<file path="src/rtl/exe_decode_pipe.sv">
// exe_decode_pipe: registered multi-lane execute-stage control decoder.
//
// Each cycle a bundle of up to LANES micro-ops is accepted from dispatch. Per lane the
// micro-opcode is decoded into the execute control tuple {alufn, opr1, opr2, cmpfn}, the
// 20-bit packed immediate is expanded to XLEN bits and unknown opcodes are flagged. The
// decoded bundle is presented downstream through valid/ready with a one-entry skid buffer.
//
// Ports:
//   clk, rst_n     clock (rising edge), asynchronous active-low reset
//   flush          synchronous kill of held and incoming bundles
//   in_valid/in_ready, in_lane_vld, in_uopc, in_imm_packed, in_imm_type, in_tag
//                  input bundle from rename/dispatch
//   out_valid/out_ready, out_lane_vld, out_ctrl, out_imm, out_tag, out_illegal
//                  decoded bundle to the execute stage

package rv32i_types;

  typedef enum logic [5:0] {
    UopLui   = 6'd0,
    UopAuipc = 6'd1,
    UopJalr  = 6'd2,
    UopBeq   = 6'd3,
    UopBne   = 6'd4,
    UopBlt   = 6'd5,
    UopBge   = 6'd6,
    UopBltu  = 6'd7,
    UopBgeu  = 6'd8,
    UopAddi  = 6'd9,
    UopSlti  = 6'd10,
    UopSltiu = 6'd11,
    UopXori  = 6'd12,
    UopOri   = 6'd13,
    UopAndi  = 6'd14,
    UopSlli  = 6'd15,
    UopSrli  = 6'd16,
    UopSrai  = 6'd17,
    UopAdd   = 6'd18,
    UopSub   = 6'd19,
    UopSll   = 6'd20,
    UopSlt   = 6'd21,
    UopSltu  = 6'd22,
    UopXor   = 6'd23,
    UopSrl   = 6'd24,
    UopSra   = 6'd25,
    UopOr    = 6'd26,
    UopAnd   = 6'd27
  } uopc_t;

  typedef enum logic [3:0] {
    AluAdd, AluSub, AluSll, AluSlt, AluSltu, AluXor, AluSrl, AluSra, AluOr, AluAnd
  } alufn_t;

  typedef enum logic [1:0] {Opr1Rs1, Opr1Pc, Opr1Zero} opr1_t;

  typedef enum logic [0:0] {Opr2Rs2, Opr2Imm} opr2_t;

  typedef enum logic [2:0] {
    CmpNone, CmpEq, CmpNe, CmpLt, CmpGe, CmpLtu, CmpGeu, CmpJalr
  } cmpfn_t;

  typedef struct packed {
    alufn_t alufn;
    opr1_t  opr1;
    opr2_t  opr2;
    cmpfn_t cmpfn;
  } exe_ctrl_t;

endpackage

package immt;

  typedef enum logic [2:0] {ImmI, ImmS, ImmB, ImmU, ImmJ} imm_type_t;

endpackage

module exe_decode_pipe
  import rv32i_types::*;
  import immt::*;
#(
  parameter int unsigned LANES = 2,
  parameter int unsigned TAG_W = 6,
  // Only 32 is supported; the immediate expansion is written for rv32i.
  parameter int unsigned XLEN  = 32
) (
  input  logic                              clk,
  input  logic                              rst_n,
  input  logic                              flush,
  input  logic                              in_valid,
  output logic                              in_ready,
  input  logic [LANES-1:0]                  in_lane_vld,
  input  uopc_t     [LANES-1:0]             in_uopc,
  input  logic      [LANES-1:0][19:0]       in_imm_packed,
  input  imm_type_t [LANES-1:0]             in_imm_type,
  input  logic      [LANES-1:0][TAG_W-1:0]  in_tag,
  output logic                              out_valid,
  input  logic                              out_ready,
  output logic [LANES-1:0]                  out_lane_vld,
  output exe_ctrl_t [LANES-1:0]             out_ctrl,
  output logic      [LANES-1:0][XLEN-1:0]   out_imm,
  output logic      [LANES-1:0][TAG_W-1:0]  out_tag,
  output logic [LANES-1:0]                  out_illegal
);

  typedef struct packed {
    logic [LANES-1:0]                 lane_vld;
    exe_ctrl_t [LANES-1:0]            ctrl;
    logic      [LANES-1:0][XLEN-1:0]  imm;
    logic      [LANES-1:0][TAG_W-1:0] tag;
    logic [LANES-1:0]                 illegal;
  } bundle_t;

  // StEmpty: OUT invalid; StOne: OUT valid, SKID empty; StFull: both valid.
  typedef enum logic [1:0] {StEmpty, StOne, StFull} state_t;

  // ---------------------------------------------------------------------------
  // Decode helpers
  // ---------------------------------------------------------------------------
  function automatic alufn_t alu_of(input uopc_t u);
    alufn_t a;
    case (u)
      UopSub:           a = AluSub;
      UopSll,  UopSlli: a = AluSll;
      UopSlt,  UopSlti: a = AluSlt;
      UopSltu, UopSltiu: a = AluSltu;
      UopXor,  UopXori: a = AluXor;
      UopSrl,  UopSrli: a = AluSrl;
      UopSra,  UopSrai: a = AluSra;
      UopOr,   UopOri:  a = AluOr;
      UopAnd,  UopAndi: a = AluAnd;
      default:          a = AluAdd;
    endcase
    return a;
  endfunction

  // Unknown opcodes fall back to the lui tuple {add, zero, imm, none}.
  function automatic exe_ctrl_t decode_ctrl(input uopc_t u, output logic legal);
    exe_ctrl_t c;
    c.alufn = AluAdd;
    c.opr1  = Opr1Zero;
    c.opr2  = Opr2Imm;
    c.cmpfn = CmpNone;
    legal   = 1'b1;
    case (u)
      UopLui: begin
      end
      UopAuipc: c.opr1 = Opr1Pc;
      UopJalr: begin
        c.opr1  = Opr1Rs1;
        c.cmpfn = CmpJalr;
      end
      UopBeq:  begin c.opr1 = Opr1Pc; c.cmpfn = CmpEq;  end
      UopBne:  begin c.opr1 = Opr1Pc; c.cmpfn = CmpNe;  end
      UopBlt:  begin c.opr1 = Opr1Pc; c.cmpfn = CmpLt;  end
      UopBge:  begin c.opr1 = Opr1Pc; c.cmpfn = CmpGe;  end
      UopBltu: begin c.opr1 = Opr1Pc; c.cmpfn = CmpLtu; end
      UopBgeu: begin c.opr1 = Opr1Pc; c.cmpfn = CmpGeu; end
      UopAddi, UopSlti, UopSltiu, UopXori, UopOri, UopAndi,
      UopSlli, UopSrli, UopSrai: begin
        c.opr1  = Opr1Rs1;
        c.alufn = alu_of(u);
      end
      UopAdd, UopSub, UopSll, UopSlt, UopSltu, UopXor,
      UopSrl, UopSra, UopOr, UopAnd: begin
        c.opr1  = Opr1Rs1;
        c.opr2  = Opr2Rs2;
        c.alufn = alu_of(u);
      end
      default: legal = 1'b0;
    endcase
    return c;
  endfunction

  // Packed layout: p[19] sign, p[18:9] imm[10:1], p[8] imm[11] (B/J) or imm[0] (I/S),
  // p[7:0] imm[19:12] (J). U takes p as imm[31:12] verbatim.
  function automatic logic [31:0] expand_imm(input logic [19:0] p, input imm_type_t t);
    logic        s;
    logic [31:0] imm;
    s = p[19];
    case (t)
      ImmB:    imm = {{20{s}}, p[8], p[18:9], 1'b0};
      ImmU:    imm = {p, 12'b0};
      ImmJ:    imm = {{12{s}}, p[7:0], p[8], p[18:9], 1'b0};
      default: imm = {{21{s}}, p[18:9], p[8]};
    endcase
    return imm;
  endfunction

  // ---------------------------------------------------------------------------
  // Input-side decode
  // ---------------------------------------------------------------------------
  bundle_t dec;

  always_comb begin
    logic legal;
    dec          = '0;
    legal        = 1'b1;
    dec.lane_vld = in_lane_vld;
    for (int l = 0; l < LANES; l++) begin
      dec.ctrl[l]    = decode_ctrl(in_uopc[l], legal);
      // Empty lanes still decode but never report illegal.
      dec.illegal[l] = in_lane_vld[l] & ~legal;
      dec.imm[l]     = expand_imm(in_imm_packed[l], in_imm_type[l]);
      dec.tag[l]     = in_tag[l];
    end
  end

  // ---------------------------------------------------------------------------
  // Output register + skid buffer
  // ---------------------------------------------------------------------------
  state_t  state_q, state_d;
  bundle_t out_q, skid_q;
  logic    accept;
  logic    out_load, out_from_skid, skid_load;

  // in_ready comes straight from state so it never depends on out_ready.
  assign in_ready = (state_q != StFull);
  assign accept   = in_valid & in_ready;

  always_comb begin
    state_d       = state_q;
    out_load      = 1'b0;
    out_from_skid = 1'b0;
    skid_load     = 1'b0;
    if (flush) begin
      state_d = StEmpty;
    end else begin
      unique case (state_q)
        StEmpty: begin
          if (accept) begin
            out_load = 1'b1;
            state_d  = StOne;
          end
        end
        StOne: begin
          if (out_ready) begin
            if (accept) out_load = 1'b1;
            else        state_d  = StEmpty;
          end else if (accept) begin
            skid_load = 1'b1;
            state_d   = StFull;
          end
        end
        StFull: begin
          if (out_ready) begin
            out_from_skid = 1'b1;
            state_d       = StOne;
          end
        end
        default: state_d = StEmpty;
      endcase
    end
  end

  always_ff @(posedge clk or negedge rst_n) begin
    if (!rst_n) begin
      state_q <= StEmpty;
      out_q   <= '0;
      skid_q  <= '0;
    end else begin
      state_q <= state_d;
      if (out_load)           out_q <= dec;
      else if (out_from_skid) out_q <= skid_q;
      if (skid_load)          skid_q <= dec;
    end
  end

  assign out_valid    = (state_q != StEmpty);
  assign out_lane_vld = out_q.lane_vld;
  assign out_ctrl     = out_q.ctrl;
  assign out_imm      = out_q.imm;
  assign out_tag      = out_q.tag;
  assign out_illegal  = out_q.illegal;

endmodule

</file>
<file path="config.mk">
export PLATFORM = sky130hd
export DESIGN_NAME = exe_decode_pipe
export DESIGN_NICKNAME = d
export VERILOG_FILES = /design/src/rtl/exe_decode_pipe.sv
export SDC_FILE = /design/constraint.sdc
export NUM_CORES = 1
export LEC_CHECK = 0
export ABC_AREA = 0
export BUFFER_PORTS_ARGS = -buffer_cell sky130_fd_sc_hd__buf_2
export CAP_MARGIN = 20
export CORE_UTILIZATION = 30
export DETAILED_ROUTE_END_ITERATION = 8
export SLEW_MARGIN = 20
export SYNTH_ARGS = -nofsm -noshare
export SYNTH_HDL_FRONTEND = slang
export SYNTH_SLANG_ARGS = --single-unit
</file>
<file path="constraint.sdc">
create_clock -name clk -period 1.7 [get_ports clk]
set_input_delay 0.17 -clock clk [delete_from_list [all_inputs] [get_ports clk]]
set_output_delay 0.17 -clock clk [all_outputs]
set_load 0.02 [all_outputs]
</file>
; After elaboration in Yosys (flattened, before gate mapping)
; Memories as Yosys holds them, arrays and structs flattened.
; Cells that the tools add are included.
[word_totals]
reg_bits = 202
mem_bits_ro = 512
in_bits = 77
output_inout_bits = 102
wordCells = 156
mem_count = 4
[memory_table]
columns = memory, words, word_bits, rd, rd_ports_with_merged_regs, write_ports, line
row1 = (name not given), 32, 4, 1, 0, 0, 120  ; case (u)
row2 = (name not given), 32, 4, 1, 0, 0, 120
row3 = (name not given), 32, 4, 1, 0, 0, 120
row4 = (name not given), 32, 4, 1, 0, 0, 120
[classes]
n_eq_ne = 67
n_mux = 35
bitwise_logic = 5
n_reduce_logical = 16
[op_table]
columns = operator, n
row1 = 2-to-1 mux 100 bit, 2
row2 = one-hot mux 31 bit (3 select lines), 2
row3 = "== test 6 x 5 -> 1 bit, second input constant", 24
row4 = "== test 6 x 4 -> 1 bit, second input constant", 16
row5 = OR reduction 28 bit, 2
row6 = "== test 6 x 3 -> 1 bit, second input constant", 8
row7 = one-hot mux 3 bit (7 select lines), 2
row8 = OR reduction 20 bit, 2
row9 = "== test 6 x 2 -> 1 bit, second input constant", 4
row10 = OR reduction 10 bit, 2
row11 = OR reduction 9 bit, 2
row12 = 2-to-1 mux 4 bit, 4
row13 = one-hot mux 4 bit (2 select lines), 2
row14 = OR reduction 7 bit, 2
row15 = 2-to-1 mux 1 bit, 13
row16 = "== test 3 x 2 -> 1 bit, second input constant", 4
row17 = "== test 6 x 1 -> 1 bit, second input constant", 2
row18 = zero test 6 bit, 2
row19 = 2-to-1 mux 2 bit, 6
row20 = "inequality test 4 bit, second input constant", 2
row21 = one-hot mux 2 bit (2 select lines), 2
row22 = "== test 3 bit, second input constant", 2
row23 = "inequality test 3 bit, second input constant", 2
row24 = one-hot mux 2 bit (3 select lines), 1
row25 = other kinds (9), 13

; Depth between registers and ports, before layout
[depth]
ltp_word = 7
ltp_mapped = 8

; Least setup slack after synthesis
; No wires, ideal clock.
[synth_timing]
kind = reg-to-reg
startpoint = register state_q[0]
endpoint = register out_q, in the netlist out_imm[1]
setup_time_ns = 0.127
arrival_time_ns = 1.696
t_required_ns = 1.573
path_slack_ns = -0.124
path_stages_with_launch = 8
cell_sequence = dfrtp_1 nand2b_1 nor3b_2 nor2_1 buf_2 buf_6 a222oi_1 inv_1
[synth_via]
elab_chain_cells = 7
elab_cells_between_ends = 13
cone_classes = eq/ne (3) / mux (7) / bitwise (1) / reduce/logical (2)
[synth_lines]
columns = item, line
row1 = "start, declared", 210  ; state_t state_q, state_d;
row2 = "start signal, assigned", 256  ; state_q <= StEmpty;
row3 = "start signal, assigned", 260  ; state_q <= state_d;
row4 = inequality test 2 bit (*), 216  ; assign in_ready = (state_q != StFull);
row5 = named net in_ready, 89  ; output logic in_ready,
row6 = bitwise AND 1 bit (*), 217  ; assign accept = in_valid & in_ready;
row7 = 2-to-1 mux 1 bit (*), "229, 236"
row8 = 2-to-1 mux 1 bit, 235  ; if (out_ready) begin
row9 = one-hot mux 1 bit (2 select lines) (*), 227  ; unique case (state_q)
row10 = 2-to-1 mux 1 bit (*), 224  ; if (flush) begin
row11 = 2-to-1 mux 100 bit or nonzero test 2 bit (tied branches), --
row12 = "end signal, assigned", 262  ; else if (out_from_skid) out_q <= skid_q;
row13 = "end, declared", 211  ; bundle_t out_q, skid_q;
; Mark *: on every way through the listed nets, which the timed path passes. The rest lies on a longest branch.
; A chain may end at the register's enable or synchronous reset.

; Final worst setup path
[layout_timing]
startpoint = register state_q[0]
endpoint = register out_q, in the netlist out_imm[4]
[layout_via]
elab_chain_cells = 7
elab_cells_between_ends = 13
cone_classes = eq/ne (3) / mux (7) / bitwise (1) / reduce/logical (2)
[layout_lines]
columns = item, line
row1 = inequality test 2 bit, 216
row2 = bitwise AND 1 bit, 217
row3 = 2-to-1 mux 1 bit, "229, 236"
row4 = 2-to-1 mux 1 bit, 235
row5 = one-hot mux 1 bit (2 select lines), 227
row6 = 2-to-1 mux 1 bit, 224
row7 = 2-to-1 mux 100 bit or nonzero test 2 bit (tied branches), --
; Several ways; a longest one is shown, not always the timed one.

==> run metrics <==
arrival time at the worst endpoint between 2 and 2.5 ns; Clock Skews between 0.01 and 0.015 ns; hold path start in_uopc[5]; layout cells sized above 1 ~28%; # setup viols final 18; Root Driver clkbuf_16; placed insts 1557; largest net degree at the start of global routing 56; PD cells 1120 mW/mm^2; xor and xnor area share after synthesis less than 1%; Max clock buf depth 3; Antenna diodes 0; Routed WL approximately 28000 um; Post-Syn Instances 978; Highest Signal Layer met4; worst setup margin -0.0768 ns; cts bufs inserted 24; crit path kind reg2reg; Post-synth ARST share 100%; r2r worst-path depth 8; CTS Sinks ~200; largest family of logic cells by synthesized area compound AO/OA/AOI/OAI gates; post-synthesis simple-gate area fraction 16.5%; all-layer global routing usage between 10% and 20%; Area Overhead vs Synth 40.4%; Vias/cell 5.04; Max-cap violations 0; relative slew slack about 66%; DRC Markers 0; Synth Cell Area approximately 0.009 mm^2; Seq/Total Area, Yosys a little over half; top-area cell type share of the netlist area 54.6%; vias in the first global route around 8200; Post-DP Area roughly 0.011 mm^2; flops & latches, synth just over 200; die width approximately 180 um; die area 0.0316 mm^2; Synth Area in Compound Gates a little over a fifth; maximum VDD drop 593 uV; synth unique cells 52; Slew @ Worst Pin slightly above 0.5 ns; Post-synth EDFFs 0; RR Startpoint state_q[0]; Final period util 105%; DR vias 8449; Buffers on Ports about 180; Ports between 150 and 200; CTS tree built; Final ANT Viol Nets 0; Setup TNS -0.449 ns; WL/cell between 15 and 20 um; Lkg Pwr 6.27 nW; Die H ~180 um; core area 0.0300 mm^2; DR WL met2 roughly 13000 um; Non-Filler Instances roughly 1700; top post-synthesis cells by count 213 x nand2_1, 202 x dfrtp_1, 78 x o21ai_0, 74 x a21oi_1, 45 x clkbuf_1; routed length on met3 around 2000 um; CP Max Fanout 8; Final Net Count about 1400; DP Wirelength approximately 19000 um; drt first pass iters 5; failing checks setup timing; metal1 wirelength around 13000 um; FMAX ~560 MHz; Setup crit start kind flop; Hold Crit Class in2reg; Post-synth top flop dfrtp_1; R2R setup slack -0.08 ns; outcome finished with violations; Syn Nets around 1100; Overflow after GRT 0; Final Critical Period between 1.5 and 2 ns; clk slew on worst S/H paths 0.06 ns; Critical Path Sink Type flop; Hold Crit Depth 4; post-route design area between 0.01 and 0.015 mm^2; GP Congestion ~0.86; cell taking the most area after synthesis dfrtp_1; post-place setup slack -0.173 ns; Hold WS ~0.055 ns; Adder-Cell Fraction of Synth Area 1.89%; initial antenna violation count 0; Synth Area per Inst between 9 and 10 um^2; Cell Rows 63; synth top area cells dfrtp_1 55%, nand2_1 8.6%, o21ai_0 4.2%; Synth Warn # 0; most frequent cell after synthesis nand2_1; initial core utilization between 30% and 40%; unrepaired setup endpoints after global routing yes; worst skew pair latency between 0.5 and 0.6 ns; Hold Vio Cnt, Final 0; CP required approximately 2.1 ns; portion of netlist area occupied by mux cells roughly 1.0%; RR Endpoint out_imm[4]; 1st-iter DRT viols 643; max-slew violations 0; first-pass GRT wire length between 40000 and 50000 um; H-tree depth 1; hold endpoint out_ctrl[0]
## cell type report
| cell class | count | area (um^2) |
|---|---|---|
| Clock buffer | 33 | 664 |
| Clock inverter | 11 | 148 |
| Fill cell | 2868 | 17000 |
| Inverter | 33 | 124 |
| Multi-Input combinational cell | 669 | 3950 |
| Sequential cell | 202 | 5060 |
| Tap cell | 390 | 488 |
| Timing Repair Buffer | 337 | 2580 |
## per-stage QoR
| step | total power, mW | util [%] |
|---|---|---|
| 4_1_cts | 14.7 | 42.1 |
| 3_3_place_gp | 9.14 | 37.3 |
| 2_1_floorplan | 7.97 | - |
| 5_1_grt | 15.4 | 43.3 |
| 3_5_place_dp | 9.21 | 37.3 |
| 6_report | 14.6 | 43.3 |
## power by group
group / switching, mW / leakage [nW] / internal (mW)
clock: 2.05 / 0.398 / 3.20
combinational: 1.79 / 3.33 / 1.26
sequential: 0.552 / 2.54 / 5.76
total: 4.40 / 6.27 / 10.2
## worst max-delay path by stage
stage | start | endpoint | slack, ns | depth (start not counted)
2_1_floorplan | in_uopc[1] | out_ctrl[6] | -0.00008 | 7
3_3_place_gp | in_uopc[0] | out_ctrl[6] | -0.13 | 8
3_5_place_dp | in_uopc[0] | out_ctrl[9] | -0.17 | 8
4_1_cts | state_q[0] | out_imm[9] | -0.05 | 7
5_1_grt | state_q[0] | out_imm[42] | -0.16 | 8
6_report | state_q[0] | out_imm[4] | -0.08 | 8
## critical path: stages, from the launching register on
cell      delay (ns)
dfrtp_1         0.40
nand2b_4        0.16
nor3b_4         0.25
buf_6           0.14
nor2_4          0.06
buf_12          0.15
buf_8           0.13
a222oi_1        0.30
inv_1           0.06
## metal layers
metal / track usage [%] / vias up
met5: 0 / -
met4: 4.34 / 0
met2: 27.6 / 265
met3: 3.45 / 39
li1: - / 4034
met1: 24.2 / 4111
## sequential cells by signal, indices dropped and copies added, names as in the netlist
signal and count:
skid_q 100, out_illegal 2, out_imm 64, out_ctrl 20, out_lane_vld 2, state_q 2, out_tag 12
## kinds of logic after synthesis
family | count (synthesis)
compound gates | 301
xor+xnor | 1
buf+inv | 107
mux | 9
simple gates | 344
flops | 202
fa+ha+maj | 14
## cell usage in the layout, fill, tap and decap left out, types with 5 or more instances in the layout
cell type,netlist,final
nand2_1,213,210
dfrtp_1,202,201
buf_2,21,175
a21oi_1,74,74
buf_4,1,71
o21ai_0,78,62
dlygate4sd3_1,0,57
inv_1,33,33
nor2_1,34,33
clkbuf_16,0,28
nor2b_1,28,26
nand3_1,25,25
o21ai_1,8,24
a22oi_1,33,24
a222oi_1,20,20
buf_12,0,16
a211oi_2,0,15
ha_1,14,14
a221o_1,12,12
o31ai_1,10,10
a211oi_1,25,10
a22oi_2,0,9
a31oi_1,9,9
buf_6,1,9
o221ai_1,8,8
nor3_1,7,7
nand2b_1,8,6
mux2i_1,6,6
and3_1,6,6
clkbuf_1,45,6
clkinv_2,0,5
## timing repair
action | in CTS | in global routing
endpoints found under the setup margin | 90 | 89
hold endpoints to repair | 165 | 0
hold buffers | 58 | 0
gates cloned | 1 | 4
buffers inserted | 3 | 12
resized for setup | 4 | 62
pin swaps | 3 | 14
(Power assumes the default switching activity.)
